`src/rtl/axil_pkg.sv`:
```
// Shared types and constants for the AXI4-Lite slave register bank.
package axil_pkg;

  typedef enum logic [1:0] {
    OKAY   = 2'b00,
    SLVERR = 2'b10
  } resp_t;

  typedef enum logic [1:0] {
    W_IDLE,
    W_HAVE_ADDR,
    W_HAVE_DATA,
    W_RESP
  } wr_state_t;

  typedef enum logic {
    R_IDLE,
    R_DATA
  } rd_state_t;

  localparam int REG_IDX_LSB = 2;
  localparam int BYTE_W      = 8;

endpackage

```
`src/rtl/axil_reg_bank.sv`:
```
// Software register storage: one byte-strobed write port, one combinational read port.
module axil_reg_bank
  import axil_pkg::*;
#(
  parameter int NUM_REGS   = 4,
  parameter int DATA_WIDTH = 32,
  localparam int IDX_W     = $clog2(NUM_REGS),
  localparam int STRB_W    = DATA_WIDTH / BYTE_W
) (
  input  logic                  clk_i,
  input  logic                  rst_i,
  input  logic                  wrEn_i,
  input  logic [IDX_W-1:0]      wrIdx_i,
  input  logic [DATA_WIDTH-1:0] wrData_i,
  input  logic [STRB_W-1:0]     wrStrb_i,
  input  logic [IDX_W-1:0]      rdIdx_i,
  output logic [DATA_WIDTH-1:0] rdData_o
);

  logic [DATA_WIDTH-1:0] regs_q [NUM_REGS];
  logic [DATA_WIDTH-1:0] regs_d [NUM_REGS];

  always_comb begin
    regs_d = regs_q;
    if (wrEn_i) begin
      for (int b = 0; b < STRB_W; b++) begin
        if (wrStrb_i[b]) begin
          regs_d[wrIdx_i][b*BYTE_W +: BYTE_W] = wrData_i[b*BYTE_W +: BYTE_W];
        end
      end
    end
  end

  always_ff @(posedge clk_i) begin
    if (rst_i) begin
      regs_q <= '{default: '0};
    end else begin
      regs_q <= regs_d;
    end
  end

  // Read sees the pre-write contents when both hit the same register on one edge.
  assign rdData_o = regs_q[rdIdx_i];

endmodule

```
`src/rtl/axil_slave_regs.sv`:
```
// AXI4-Lite slave register bank with independent write and read FSMs.
// Define AXIL_ADDR_CHECK_EN to answer out-of-range accesses with SLVERR instead of wrapping.
module axil_slave_regs
  import axil_pkg::*;
#(
  parameter int ADDR_WIDTH = 32,
  parameter int DATA_WIDTH = 32,
  parameter int NUM_REGS   = 4
) (
  input  logic                    ACLK,
  input  logic                    ARESET,
  input  logic [ADDR_WIDTH-1:0]   AWADDR,
  input  logic                    AWVALID,
  output logic                    AWREADY,
  input  logic [DATA_WIDTH-1:0]   WDATA,
  input  logic [DATA_WIDTH/8-1:0] WSTRB,
  input  logic                    WVALID,
  output logic                    WREADY,
  output logic [1:0]              BRESP,
  output logic                    BVALID,
  input  logic                    BREADY,
  input  logic [ADDR_WIDTH-1:0]   ARADDR,
  input  logic                    ARVALID,
  output logic                    ARREADY,
  output logic [DATA_WIDTH-1:0]   RDATA,
  output logic [1:0]              RRESP,
  output logic                    RVALID,
  input  logic                    RREADY
);

  localparam int IDX_W  = $clog2(NUM_REGS);
  localparam int STRB_W = DATA_WIDTH / 8;

  wr_state_t             wrState_q, wrState_d;
  logic [ADDR_WIDTH-1:0] awAddr_q, awAddr_d;
  logic [DATA_WIDTH-1:0] wData_q, wData_d;
  logic [STRB_W-1:0]     wStrb_q, wStrb_d;
  resp_t                 bResp_q, bResp_d;

  rd_state_t             rdState_q, rdState_d;
  logic [DATA_WIDTH-1:0] rData_q, rData_d;
  resp_t                 rResp_q, rResp_d;

  logic                  awHs, wHs, arHs, commit, bankWe;
  logic                  wrInRange, rdInRange;
  logic [ADDR_WIDTH-1:0] cmtAddr;
  logic [DATA_WIDTH-1:0] cmtData, bankRdData;
  logic [STRB_W-1:0]     cmtStrb;
  logic [IDX_W-1:0]      wrIdx, rdIdx;
  logic                  unusedAddrBits;

  assign AWREADY = (wrState_q == W_IDLE) || (wrState_q == W_HAVE_DATA);
  assign WREADY  = (wrState_q == W_IDLE) || (wrState_q == W_HAVE_ADDR);
  assign BVALID  = (wrState_q == W_RESP);
  assign BRESP   = bResp_q;
  assign ARREADY = (rdState_q == R_IDLE);
  assign RVALID  = (rdState_q == R_DATA);
  assign RDATA   = rData_q;
  assign RRESP   = rResp_q;

  assign awHs = AWVALID && AWREADY;
  assign wHs  = WVALID && WREADY;
  assign arHs = ARVALID && ARREADY;

  // Whichever channel arrived first was latched; the other comes straight off the bus.
  assign cmtAddr = (wrState_q == W_HAVE_ADDR) ? awAddr_q : AWADDR;
  assign cmtData = (wrState_q == W_HAVE_DATA) ? wData_q  : WDATA;
  assign cmtStrb = (wrState_q == W_HAVE_DATA) ? wStrb_q  : WSTRB;

  assign wrIdx = cmtAddr[REG_IDX_LSB +: IDX_W];
  assign rdIdx = ARADDR[REG_IDX_LSB +: IDX_W];

`ifdef AXIL_ADDR_CHECK_EN
  assign wrInRange = (cmtAddr >> (REG_IDX_LSB + IDX_W)) == '0;
  assign rdInRange = (ARADDR  >> (REG_IDX_LSB + IDX_W)) == '0;
`else
  assign wrInRange = 1'b1;
  assign rdInRange = 1'b1;
`endif

  // Byte-offset bits (and the upper bits when wrapping) never select anything.
  assign unusedAddrBits = ^{cmtAddr, ARADDR};

  assign bankWe = commit && wrInRange;

  always_comb begin
    wrState_d = wrState_q;
    awAddr_d  = awAddr_q;
    wData_d   = wData_q;
    wStrb_d   = wStrb_q;
    bResp_d   = bResp_q;
    commit    = 1'b0;
    case (wrState_q)
      W_IDLE: begin
        if (awHs && wHs) begin
          commit = 1'b1;
        end else if (awHs) begin
          awAddr_d  = AWADDR;
          wrState_d = W_HAVE_ADDR;
        end else if (wHs) begin
          wData_d   = WDATA;
          wStrb_d   = WSTRB;
          wrState_d = W_HAVE_DATA;
        end
      end
      W_HAVE_ADDR: commit = wHs;
      W_HAVE_DATA: commit = awHs;
      W_RESP: begin
        if (BREADY) wrState_d = W_IDLE;
      end
      default: wrState_d = W_IDLE;
    endcase
    if (commit) begin
      wrState_d = W_RESP;
      bResp_d   = wrInRange ? OKAY : SLVERR;
    end
  end

  always_comb begin
    rdState_d = rdState_q;
    rData_d   = rData_q;
    rResp_d   = rResp_q;
    case (rdState_q)
      R_IDLE: begin
        if (arHs) begin
          rdState_d = R_DATA;
          rData_d   = rdInRange ? bankRdData : '0;
          rResp_d   = rdInRange ? OKAY : SLVERR;
        end
      end
      R_DATA: begin
        if (RREADY) rdState_d = R_IDLE;
      end
      default: rdState_d = R_IDLE;
    endcase
  end

  always_ff @(posedge ACLK) begin
    if (ARESET) begin
      wrState_q <= W_IDLE;
      awAddr_q  <= '0;
      wData_q   <= '0;
      wStrb_q   <= '0;
      bResp_q   <= OKAY;
      rdState_q <= R_IDLE;
      rData_q   <= '0;
      rResp_q   <= OKAY;
    end else begin
      wrState_q <= wrState_d;
      awAddr_q  <= awAddr_d;
      wData_q   <= wData_d;
      wStrb_q   <= wStrb_d;
      bResp_q   <= bResp_d;
      rdState_q <= rdState_d;
      rData_q   <= rData_d;
      rResp_q   <= rResp_d;
    end
  end

  axil_reg_bank #(
    .NUM_REGS  (NUM_REGS),
    .DATA_WIDTH(DATA_WIDTH)
  ) u_regBank (
    .clk_i   (ACLK),
    .rst_i   (ARESET),
    .wrEn_i  (bankWe),
    .wrIdx_i (wrIdx),
    .wrData_i(cmtData),
    .wrStrb_i(cmtStrb),
    .rdIdx_i (rdIdx),
    .rdData_o(bankRdData)
  );

endmodule

```
`config.mk`:
```
export PLATFORM = sky130hd
export DESIGN_NAME = axil_slave_regs
export DESIGN_NICKNAME = d
export VERILOG_FILES = /design/src/rtl/axil_pkg.sv /design/src/rtl/axil_reg_bank.sv /design/src/rtl/axil_slave_regs.sv
export SDC_FILE = /design/constraint.sdc
export NUM_CORES = 1
export LEC_CHECK = 0
export ABC_AREA = 0
export BUFFER_PORTS_ARGS = -buffer_cell sky130_fd_sc_hd__clkbuf_2
export CAP_MARGIN = 10
export CELL_PAD_IN_SITES_DETAIL_PLACEMENT = 1
export CELL_PAD_IN_SITES_GLOBAL_PLACEMENT = 1
export CORE_MARGIN = 10
export CORE_UTILIZATION = 48
export DETAILED_ROUTE_END_ITERATION = 10
export PLACE_DENSITY_LB_ADDON = 0.15
export SLEW_MARGIN = 20
export SYNTH_ARGS = -nofsm -noshare
export SYNTH_HDL_FRONTEND = slang
export SYNTH_HIERARCHICAL = 1
export SYNTH_SLANG_ARGS = --single-unit
```
`constraint.sdc`:
```
create_clock -name ACLK -period 3.14 [get_ports ACLK]
set_clock_uncertainty 0.2 [all_clocks]
set_input_delay 0.628 -clock ACLK [delete_from_list [all_inputs] [get_ports ACLK]]
set_output_delay 0.628 -clock ACLK [all_outputs]
set_load 0.005 [all_outputs]
```
Word-level counts from Yosys, hierarchy flattened
Cells that the tools add are included.
{"block": "op_classes", "addsub": 0, "mul": 0, "div": 0, "order_cmp": 3, "n_eq_ne": 6, "n_shift": 0, "muxes": 36, "n_bitwise": 5, "n_reduce_logical": 13}
{"op": "$mux W128", "count": 7}
{"op": "$bwmux W128", "count": 4}
{"op": "$demux W32 S2", "count": 4}
{"op": "$mux W32", "count": 4}
{"op": "$bmux W32 S2", "count": 1}
{"op": "$mux W24", "count": 1}
{"op": "$mux W16", "count": 1}
{"op": "$mux W2", "count": 5}
{"op": "$mux W4", "count": 2}
{"op": "$mux W8", "count": 1}
{"op": "$reduce_and A4 Y1", "count": 2}
{"op": "$ge A3 B3 Y1 const B", "count": 2}
{"op": "$not A2 Y3", "count": 2}
{"op": "$logic_and A1 B1 Y1", "count": 5}
{"op": "$eq A2 B2 Y1 const B", "count": 2}
{"op": "$ne A4 B4 Y1 const B", "count": 1}
{"op": "$pmux W2 S2", "count": 1}
{"op": "$lt A3 B1 Y1 const B", "count": 1}
{"op": "$mux W1", "count": 3}
{"op": "$ne A3 B1 Y1 const B", "count": 1}
{"op": "$ne A3 B3 Y1 const B", "count": 1}
{"op": "$not A1 Y1", "count": 3}
{"op": "$pmux W1 S3", "count": 1}
{"op": "$reduce_and A3 Y1", "count": 1}
{"op": "other kinds (6)", "count": 7}
{"block": "totals", "ff_bits": 203, "latchBits": 0, "ramBits": 0, "rom_bits": 0, "in_bits": 107, "output_inout_bits": 41, "wordCells": 73, "n_memories": 0}

Depth between registers and ports, before layout
Gate-level depths: netlist of run 1.
{"block": "depth", "ltp_word": 18, "ltp_mapped": 8, "ltp_nobuf": 5}

Hierarchy
The synthesis of run 1 kept the hierarchy.
{"module": "axil_reg_bank", "n_inst": 1, "cells_per_inst": 504, "area_each_um2": 6045.8, "seq_area_each_um2": 2562.5}
{"module": "axil_slave_regs", "n_inst": 1, "cells_per_inst": 370, "area_each_um2": 3098.0, "seq_area_each_um2": 1461.4}

Worst setup path before layout of run 1
Ideal clock, no wire load.
{"block": "synth_timing", "path_type": "register -> register", "startpoint": "reg wrState_q[0]", "endpoint": "reg u_regBank/regs_q[100] (netlist bit)", "setup_ps": 124, "arrival_ps": 1801, "t_required_ps": 2816, "setup_slack_ps": 1015, "stages_incl_launch_ff": 8, "path_buffers": 2, "synth_period_minus_slack_ps": 2125, "cell_sequence": "dfxtp_1 > inv_1 > nand2_2 > buf_4 > mux2_2 > and4bb_2 > buf_2 > mux2i_1"}
{"block": "synth_between", "elab_cells_between_ends": 33, "classes_between": "2 x order compare; 2 x eq/ne; 21 x mux; 1 x bitwise; 7 x reduce/logical"}
{"element": "start, declared", "line": "axil_slave_regs.sv:34", "rtl": "wr_state_t wrState_q, wrState_d;"}
{"element": "start signal, assigned", "line": "axil_slave_regs.sv:149", "rtl": "wrState_q <= wrState_d;"}
{"element": "$eq A2 B2 Y1 / $logic_not A2 Y1 (equally long branches)", "line": "axil_slave_regs.sv:52", "rtl": "assign AWREADY = (wrState_q == W_IDLE) || (wrState_q == W_HAVE_DATA);"}
{"element": "$logic_or A1 B1 Y1 (*)", "line": "axil_slave_regs.sv:52"}
{"element": "named net AWREADY", "line": "axil_slave_regs.sv:14", "rtl": "output logic AWREADY,"}
{"element": "$logic_and A1 B1 Y1 (*)", "line": "axil_slave_regs.sv:61", "rtl": "assign awHs = AWVALID && AWREADY;"}
{"element": "$logic_and A1 B1 Y1", "line": "axil_slave_regs.sv:95", "rtl": "if (awHs && wHs) begin"}
{"element": "$mux W1", "line": "axil_slave_regs.sv:95"}
{"element": "$pmux W1 S3 (*)", "line": "axil_slave_regs.sv:93", "rtl": "case (wrState_q)"}
{"element": "end signal, assigned", "line": "axil_reg_bank.sv:38", "rtl": "regs_q <= regs_d;"}
{"element": "end, declared", "line": "axil_reg_bank.sv:20", "rtl": "logic [DATA_WIDTH-1:0] regs_q [NUM_REGS];"}
Mark *: on every way through the listed nets, which the timed path passes. The rest lies on a longest branch. The select of a mux whose other input is x is not followed.
A chain may end at the register's enable or synchronous reset.

Worst setup path in the final report of run 1
{"block": "layout_timing", "startpoint": "reg wrState_q[1]", "endpoint": "reg u_regBank/regs_q[85] (netlist bit)"}
{"block": "layout_between", "elab_chain_len": 15, "elab_cells_between_ends": 33, "classes_between": "2 x order compare; 2 x eq/ne; 21 x mux; 1 x bitwise; 7 x reduce/logical"}
{"element": "$eq A2 B1 Y1 (*)", "line": "axil_slave_regs.sv:66", "rtl": "assign cmtAddr = (wrState_q == W_HAVE_ADDR) ? awAddr_q : AWADDR;"}
{"element": "$mux W4 (*)", "line": "axil_slave_regs.sv:66"}
{"element": "named net cmtAddr[3]", "line": "axil_slave_regs.sv:46", "rtl": "logic [ADDR_WIDTH-1:0] cmtAddr;"}
{"element": "$not A2 Y3 (implied by the code) (*)", "line": "axil_reg_bank.sv:28", "rtl": "regs_d[wrIdx_i][b*BYTE_W +: BYTE_W] = wrData_i[b*BYTE_W +: BYTE_W];"}
{"element": "$demux W32 S2", "line": "axil_reg_bank.sv:28"}
{"element": "$bwmux W128", "line": "axil_reg_bank.sv:28"}
{"element": "$mux W128", "line": "axil_reg_bank.sv:27", "rtl": "if (wrStrb_i[b]) begin"}
{"element": "$mux W128", "line": "axil_reg_bank.sv:25", "rtl": "if (wrEn_i) begin"}
{"element": "$bwmux W128", "line": "axil_reg_bank.sv:28"}
{"element": "$mux W128", "line": "axil_reg_bank.sv:27"}
{"element": "$mux W128", "line": "axil_reg_bank.sv:25"}
{"element": "$bwmux W128", "line": "axil_reg_bank.sv:28"}
{"element": "$mux W128", "line": "axil_reg_bank.sv:27"}
{"element": "$mux W128", "line": "axil_reg_bank.sv:25"}
{"element": "$bwmux W128", "line": "axil_reg_bank.sv:28"}
{"element": "$mux W128 (*)", "line": "axil_reg_bank.sv:27"}
Marks and branches as above.

==> results of run 1 <==
power breakdown:
part	internal, W	switching [W]	total [W]
Clock	0.00154	0.00103	0.00257
Sequential	0.00261	0.0000329	0.00264
Combinational	0.000222	0.000291	0.000513
tightest hold or removal path, cell delays in order:
cell and delay [ps]:
clkbuf_2 90, nand2_1 50, a21oi_1 50
synthesized netlist by cell type, types with 4 or more instances:
cell and n:
dfxtp_1 201, nand2b_1 162, nand2_1 137, mux2i_1 130, a21oi_1 69, mux2_2 38, mux4_2 32, clkbuf_1 29
buf_6 22, buf_4 10, buf_2 7, nand4b_1 6, nor2_1 5, nand4_4 4
flip-flops by register name, summed over array words and instances, names as in the netlist:
name	flops
RVALID	1
awAddr_q	2
u_regBank/regs_q	128
wStrb_q	4
RDATA	32
wrState_q	2
wData_q	32
routing by layer:
layer / vias to the layer above / part of all wire / routed length (um) / GRT usage
li1: 3084 / - / - / -
met1: 3151 / 0.41 / 9577 / 0.2101
met2: 103 / 0.53 / 12280 / 0.3508
met3: 38 / 0.037 / 847 / 0.02877
met4: 0 / 0.017 / 393 / 0.04499
met5: - / 0 / 0 / 0
through the flow:
stage                     total power, W  cell area [um^2]
final                           0.005727             10310
after global placement          0.003182              9590
after detailed placement        0.003212              9590
after CTS                       0.005796             10310
after global routing            0.005969             10310
after floorplan                 0.003076              9155
path summary, 6_finish.rpt:
| path | depth (start not counted) | start | slack [ps] | to |
|---|---|---|---|---|
| setup / recovery | 5 | wrState_q[1] | 620 | u_regBank/regs_q[85] |
| hold / removal | 3 | WDATA[30] | 160 | wData_q[30] |
| setup reg to reg | 5 | wrState_q[1] | 620 | u_regBank/regs_q[85] |
| hold reg to reg | 2 | wData_q[2] | 250 | wData_q[2] |
area by class of cell:
cell class / instances / area (um^2) / area share
Sequential cell: 201 / 4024 / 0.3901
Multi-Input combinational cell: 602 / 4649 / 0.4508
Clock buffer: 32 / 659.4 / 0.06393
Inverter: 3 / 11.26 / 0.001092
Clock inverter: 8 / 65.06 / 0.006308
Tap cell: 234 / 292.8 / 0.02838
Timing Repair Buffer: 104 / 613.1 / 0.05944
kinds of logic after synthesis:
kind of cell / Yosys count / share of synthesized area
AND/OR/NAND/NOR: 329 / 0.2003
flip-flops: 201 / 0.4401
multiplexers: 200 / 0.2679
buffers and inverters: 74 / 0.05350
AO/OA/AOI/OAI: 69 / 0.03777
other: 1 / 0.0004101
==> metrics.csv, run 1 <==
metric;value;unit
core-area;18710;um^2
start_util;0.4888;
timing.fmax;397.3;MHz
antenna_left;0;
die_width;158.0;um
clockBufferDepth;3;
finalSetupViolations;0;
firstDrtPassIters;4;
fin_setup_tns;0;ps
crit_slowest_cell;and4b_1;
diodes;0;
clk_latency;500;ps
nNetsFinal;1042;
synth-main-ff-cell;dfxtp_1;
hold_viol_final;0;
crit_family;simple AND/OR/NAND/NOR gates;
crit_buf_inv;1;
crit_path_max_fanout;16;
grt_overflow;0;
fin_crit;2517;ps
max_stage_delay;700;ps
yosysSeqAreaShare;0.4401;
fin_util;0.5514;
final_common_cell;dfxtp_1;
place_inst;1144;
place_hpwl;15.30;mm
synth_top_cell_area_share;0.4401;
layout_common_cells;dfxtp_1, nand2b_1, nand2_1;
synthTopCellsByArea;dfxtp_1, mux2i_1, nand2b_1;
synth_area;9144;um^2
worst_slack;623.1;ps
rsz0062_at_grt;false;
cts_setup_buffers;0;
viasPerCell;5.385;
worst_slew_pin_slew;698.0;ps
cts.reportedPaths.clkPinSlew;60;ps
synthToLayoutAreaGrowth;12.81;%
grt_max_degree;84;
place.gp.congestion;0.7103;
syn-instance-count;874;
die-area;24970;um^2
maxSlewHeadroom;0.5347;
grt_pass1_wl;37.46;mm
wire_per_inst;19.51;um
synth_top_cell_by_area;dfxtp_1;
hold_path.class;in2reg;
whs;161.9;ps
cap_viol_max_count;0;
port_buffers;83;
ctsRootBufferMaster;clkbuf_16;
wirelength;23.10;mm
die_h;158.0;um
cts_resized;0;
status;finished, final reports clean;
critical_path_arrival;2740;ps
cts_inserted_buffers;23;
dp_worst_setup_slack;662.2;ps
synth_seq_cells;201;
numClockSinks;201;
vdd_drop_max;0.3942;mV
cts_tree;yes;
post-route-period-util;0.8015;
criticalPathCategory;reg2reg;
cts_max_level;1;
syn_area_per_cell;10.46;um^2
p_leak;4.343;nW
synth.distinct_cells;27;
path_cells;inv_1 > nand2_1 > mux2_2 > and4b_1 > mux2i_1;
drive_gt1_frac;0.2326;
ios;148;
drtIter0Drc;250;
p_per_area;555.2;nW/um^2
cts_hold_buf;0;
finalNonFillerCells;1184;
final_max_slew_viol_count;0;
yosysWarnings;6;
drc;0;
track_usage;0.1848;
vias;6376;
end_kind;flip-flop;
antenna_found_initial;0;
fillers;2033;
ys_async_sr_fraction;0;
core.rowCount;50;
synth_edf_count;0;
grt_pass1_vias;7156;
start_kind;flip-flop;
critical_path_required;3360;ps
Power figures use the tool's default switching activity.
==> run 2: changes to the inputs <==
- CORE_UTILIZATION: 48 -> 40
- clock period: 3.14 -> 2.2 ns (I/O delays scaled with it)
==> metrics.csv, run 2 (synthesized netlist as in run 1, its figures left out) <==
metric;value;unit;change
drive_gt1_frac;0.2413;;was 0.2326
final_common_cell;dfxtp_1;;unchanged
rsz0062_at_grt;false;;unchanged
antenna_left;0;;unchanged
cts_setup_buffers;0;;unchanged
track_usage;0.1553;;was 0.1848
cts_max_level;1;;unchanged
cts.reportedPaths.clkPinSlew;60;ps;about the same
grt_overflow;0;;unchanged
rr_worst_depth;5;;unchanged
place_hpwl;14.09;mm;was 15.30 mm
multi_input_area;4651;um^2;was 4649 um^2
viasPerCell;4.961;;was 5.385
core-area;22570;um^2;was 18710 um^2
finalSetupViolations;0;;unchanged
p_total;0.008801;W;was 0.005727 W
place.gp.congestion;0.7606;;was 0.7103
crit_path_max_fanout;11;;was 16
drc;0;;unchanged
layout_common_cells;dfxtp_1, nand2b_1, nand2_1;;unchanged
grt_max_degree;89;;was 84
critical_path_arrival;2360;ps;was 2740 ps
final_cell_area;11190;um^2;was 10310 um^2
largest_reg_flops;128;;unchanged
cts_tree;yes;;unchanged
vias;6414;;was 6376
post-route-period-util;0.9677;;
drtIter0Drc;316;;was 250
criticalPathCategory;in2reg;;was reg2reg
die_h;171.2;um;was 158.0 um
port_buffers;83;;unchanged
firstDrtPassIters;4;;unchanged
p_per_area;786.7;nW/um^2;was 555.2 nW/um^2
critical_path_required;2440;ps;was 3360 ps
grt_pass1_vias;6878;;was 7156
regArea;4024;um^2;unchanged
antenna_found_initial;1;;was 0
final_max_slew_viol_count;0;;unchanged
timing.fmax;469.7;MHz;
synthToLayoutAreaGrowth;22.35;%;was 12.81%
core.rowCount;55;;was 50
p_leak;4.712;nW;was 4.343 nW
cap_viol_max_count;0;;unchanged
place_inst;1210;;was 1144
status;finished, final reports clean;;unchanged
min_path_cells;3;;unchanged
die_width;171.2;um;was 158.0 um
die-area;29310;um^2;was 24970 um^2
clockBufferDepth;3;;unchanged
start_util;0.4051;;was 0.4888
whs;18.58;ps;was 161.9 ps
finalNonFillerCells;1293;;was 1184
clk_latency;510;ps;was 500 ps
vdd_drop_max;0.4503;mV;was 0.3942 mV
largest-register;u_regBank/regs_q;;unchanged
nNetsFinal;1097;;was 1042
end_kind;flip-flop;;unchanged
hold_viol_final;0;;unchanged
maxSlewHeadroom;0.5795;;was 0.5347
fin_setup_tns;0;ps;unchanged
fillers;2483;;was 2033
ios;148;;unchanged
grt_pass1_wl;37.09;mm;was 37.46 mm
wire_per_inst;17.47;um;was 19.51 um
numClockSinks;201;;unchanged
start_kind;primary input;;was flip-flop
hold_path.class;in2reg;;unchanged
wirelength;22.58;mm;was 23.10 mm
postPlaceCellArea;9955;um^2;was 9590 um^2
worst_slew_pin_slew;622.0;ps;was 698.0 ps
cts_inserted_buffers;25;;was 23
ctsRootBufferMaster;clkbuf_16;;unchanged
fin_crit;2129;ps;
==> run 2: changes by cell type in the layout (fill, tap and decap cells not counted), moves of 2 or more <==
cell / previous run / this run
bufinv_16: 1 / 3
clkbuf_1: 4 / 2
clkbuf_16: 23 / 25
buf_12: 3 / 18
dlygate4sd3_1: 0 / 38
==> run 2: per-stage QoR <==
stage | setup WS (ps) | utilization
2_1_floorplan | 75.16 | -
3_3_place_gp | 47.09 | 0.4410
3_5_place_dp | 26.90 | 0.4410
4_1_cts | 26.54 | 0.4955
5_1_grt | 6.050 | 0.4956
6_report | 71.13 | 0.4956
==> run 2: report_power, final <==
part	switching (W)	total [W]	internal [W]	leakage (nW)
combinational	0.000439	0.000860	0.000420	2.66
sequential	0.0000408	0.00376	0.00372	1.62
clock	0.00156	0.00418	0.00262	0.424
==> run 2: worst max-delay path, cell delays in order <==
cell	delay, ps
dlygate4sd3_1	540
clkbuf_2	120
mux2_2	350
and4b_1	650
mux2i_1	250
==> run 2: repair_timing <==
action                     4_1_cts  5_1_grt
gates resized for setup          0        1
setup endpoints to repair        0        1
hold buffers                    38        0
hold endpoints to repair        38        0
==> run 2: cell type report <==
cell class / instances / share of cell area
repair buffers: 157 / 0.1156
multi-input cells: 602 / 0.4157
well taps: 285 / 0.03188
clock inverters: 11 / 0.01186
flip-flops and latches: 201 / 0.3597
clock buffers: 33 / 0.06397
inverters: 3 / 0.001007
diodes: 1 / 0.0002237
==> run 2: metal layers <==
metal	routed length, um	vias up	GRT usage
met4	286	0	0.03516
met3	794	23	0.02613
li1	-	3205	-
met2	10950	83	0.2618
met5	0	-	0
met1	10550	3103	0.2032
==> run 2: final timing paths <==
| path | startpoint | endpoint | slack [ps] |
|---|---|---|---|
| hold / removal | WSTRB[3] | wStrb_q[3] | 20 |
| hold reg to reg | RDATA[30] | RDATA[30] | 250 |
| setup / recovery | AWADDR[3] | u_regBank/regs_q[82] | 70 |
| setup reg to reg | wrState_q[1] | u_regBank/regs_q[82] | 100 |
==> run 3: changes to the inputs <==
- ABC_AREA: 0 -> 1
- CORE_UTILIZATION: 40 -> 36
- PLACE_DENSITY_LB_ADDON: 0.15 -> 0.1
- SLEW_MARGIN: 20 -> 30
==> metrics.csv, run 3 <==
metric;value;unit;change
syn_area_per_cell;6.790;um^2;was 10.46 um^2
port_buffers;83;;unchanged
diodes;0;;was 1
cts_tree;yes;;unchanged
worst_slack;145.3;ps;was 71.13 ps
synth_seq_cells;201;;unchanged
synthToLayoutAreaGrowth;22.67;%;was 22.35%
grt_max_degree;129;;was 89
post-route-period-util;0.9339;;was 0.9677
die-area;32750;um^2;was 29310 um^2
synthTopCellsByArea;dfxtp_1, nand2_1, nor2_1;;was dfxtp_1, mux2i_1, nand2b_1
antenna_left;0;;unchanged
vias;8693;;was 6414
yosysMostFrequentCell;nand2_1;;was dfxtp_1
final_max_slew_viol_count;0;;unchanged
r2r_start;wrState_q[1];;unchanged
hp-start;WDATA[25];;was WSTRB[3]
r2r-end;u_regBank/regs_q[110];;was u_regBank/regs_q[82]
largest-register;u_regBank/regs_q;;unchanged
end_kind;flip-flop;;unchanged
fin_util;0.4518;;was 0.4956
grt_overflow;0;;unchanged
critical_path_arrival;2310;ps;was 2360 ps
place_hpwl;18.48;mm;was 14.09 mm
synth_area;9329;um^2;was 9144 um^2
p_per_area;807.3;nW/um^2;was 786.7 nW/um^2
layout_common_cells;nand2_1, nor2_1, dfxtp_1;;was dfxtp_1, nand2b_1, nand2_1
gr-usage-met1;0.2402;;was 0.2032
numClockSinks;201;;unchanged
rr_worst_depth;9;;was 5
yosysSeqAreaShare;0.4313;;was 0.4401
final_cell_area;11440;um^2;was 11190 um^2
p_total;0.009238;W;was 0.008801 W
synth_edf_count;0;;unchanged
vdd_drop_max;0.4213;mV;was 0.4503 mV
globalRouteMet2Util;0.2555;;was 0.2618
hold_path_end;wData_q[25];;was wStrb_q[3]
largest_reg_flops;128;;unchanged
viasPerCell;4.753;;was 4.961
clk_latency;520;ps;was 510 ps
core-area;25330;um^2;was 22570 um^2
cap_viol_max_count;0;;unchanged
min_path_cells;3;;unchanged
nNetsFinal;1591;;was 1097
place.gp.congestion;0.7686;;was 0.7606
ios;148;;unchanged
rsz0062_at_grt;true;;was false
start_util;0.3683;;was 0.4051
synth_top_cell_by_area;dfxtp_1;;unchanged
wire_per_inst;15.17;um;was 17.47 um
die_width;181.0;um;was 171.2 um
drc;0;;unchanged
critical_path_required;2450;ps;was 2440 ps
start_kind;flip-flop;;was primary input
syn-instance-count;1374;;was 874
status;finished, final reports clean;;unchanged
wirelength;27.75;mm;was 22.58 mm
finalNonFillerCells;1829;;was 1293
drtIter0Drc;321;;was 316
reg2reg_setup_slack;150;ps;was 100 ps
ctsRootBufferMaster;clkbuf_16;;unchanged
crit_path_max_fanout;8;;was 11
synth_top_cell_area_share;0.4313;;was 0.4401
criticalPathCategory;reg2reg;;was in2reg
grt_pass1_vias;8763;;was 6878
synth-main-ff-cell;dfxtp_1;;unchanged
synth.distinct_cells;24;;was 27
worst_slew_pin_slew;618.8;ps;was 622.0 ps
clockBufferDepth;3;;unchanged
yosysWarnings;6;;unchanged
core.rowCount;58;;was 55
use_met3;0.02757;;was 0.02613
fin_crit;2055;ps;was 2129 ps
hold_path.class;in2reg;;unchanged
timing.fmax;486.7;MHz;was 469.7 MHz
dp_worst_setup_slack;-5.004;ps;was 26.90 ps
p_leak;4.861;nW;was 4.712 nW
cts_inserted_buffers;24;;was 25
netlist_top_cells_count;nand2_1, nor2_1, dfxtp_1;;was dfxtp_1, nand2b_1, nand2_1
grt-busiest-layer;met2;;unchanged
firstDrtPassIters;4;;unchanged
maxSlewHeadroom;0.5875;;was 0.5795
track_usage;0.1665;;was 0.1553
drive_gt1_frac;0.1434;;was 0.2413
antenna_found_initial;0;;was 1
grt_pass1_wl;46.07;mm;was 37.09 mm
die_h;181.0;um;was 171.2 um
hold_viol_final;0;;unchanged
final_common_cell;nand2_1;;was dfxtp_1
cts_max_level;1;;unchanged
place_inst;1748;;was 1210
cts.reportedPaths.clkPinSlew;60;ps;about the same
finalSetupViolations;0;;unchanged
ys_async_sr_fraction;0;;unchanged
postPlaceCellArea;10240;um^2;was 9955 um^2
## run 3: cell types whose count changed after synthesis, sizes merged, moves of 98 or more
cell    before  now
inv          3  114
nand2b     162    0
mux2i      130    0
nand3        0   98
nand2      138  385
nor2         5  280
## run 3: critical path, cell delays in order (launching register included)
cell,delay (ps)
dfxtp_2,390
inv_1,80
nand2_1,100
mux2_2,410
inv_1,120
nand2_1,130
nor2_1,190
buf_4,220
nor2_1,50
nor2_1,100
## run 3: layout make-up
type | instances | area, um^2
inverter | 114 | 429.2
fill | 3252 | 13880
clock inverter | 4 | 45.04
sequential | 201 | 4025
clock buffer | 37 | 720.7
timing repair buffer | 166 | 1346
tap | 330 | 412.9
multi-input combinational | 977 | 4464
## run 3: how the worst max path moves through the flow
stage,startpoint,end,slack [ps],depth (start not counted)
after detailed placement,wrState_q[1],u_regBank/regs_q[12],-5,9
final,wrState_q[1],u_regBank/regs_q[110],150,9
after global placement,wrState_q[1],u_regBank/regs_q[13],20,9
after global routing,wrState_q[0],u_regBank/regs_q[44],-80,11
after CTS,wrState_q[1],u_regBank/regs_q[9],10,9
after floorplan,wrState_q[0],u_regBank/regs_q[36],160,11
## run 3: where the power goes
group / internal (W) / switching (W)
sequential: 0.00381 / 0.0000837
combinational: 0.000572 / 0.000918
clock: 0.00235 / 0.00150
## run 3: through the flow
step           setup TNS [ps]  hold WS, ps
4_1_cts                     0        1.190
2_1_floorplan               0        241.0
6_report                    0        13.22
3_5_place_dp           -9.955        256.6
5_1_grt                 -1251        17.09
3_3_place_gp                0        248.8
## run 3: kinds of logic (layout without fill, tap and decap cells)
group / Yosys count / count (layout) / synth area share
AOI/OAI and AO/OA: 170 / 170 / 0.1010
buffers and inverters: 199 / 321 / 0.09295
DFF: 201 / 201 / 0.4313
muxes: 37 / 37 / 0.04828
other: 1 / 4 / 0.0004020
and+or+nand+nor: 766 / 766 / 0.3260
## run 3: metal layers
| layer | vias to the layer above | wire, um |
|---|---|---|
| met4 | 0 | 343 |
| met3 | 27 | 1298 |
| li1 | 4527 | - |
| met5 | - | 0 |
| met1 | 3992 | 14170 |
| met2 | 147 | 11940 |
## run 3: what timing repair did
action                                  in CTS  in global routing
setup buffers                                0                  3
pin swaps                                    1                  3
hold buffers                                37                  0
resized for setup                            0                  2
endpoints found under the setup margin       4                116
hold endpoints to repair                    37                  0
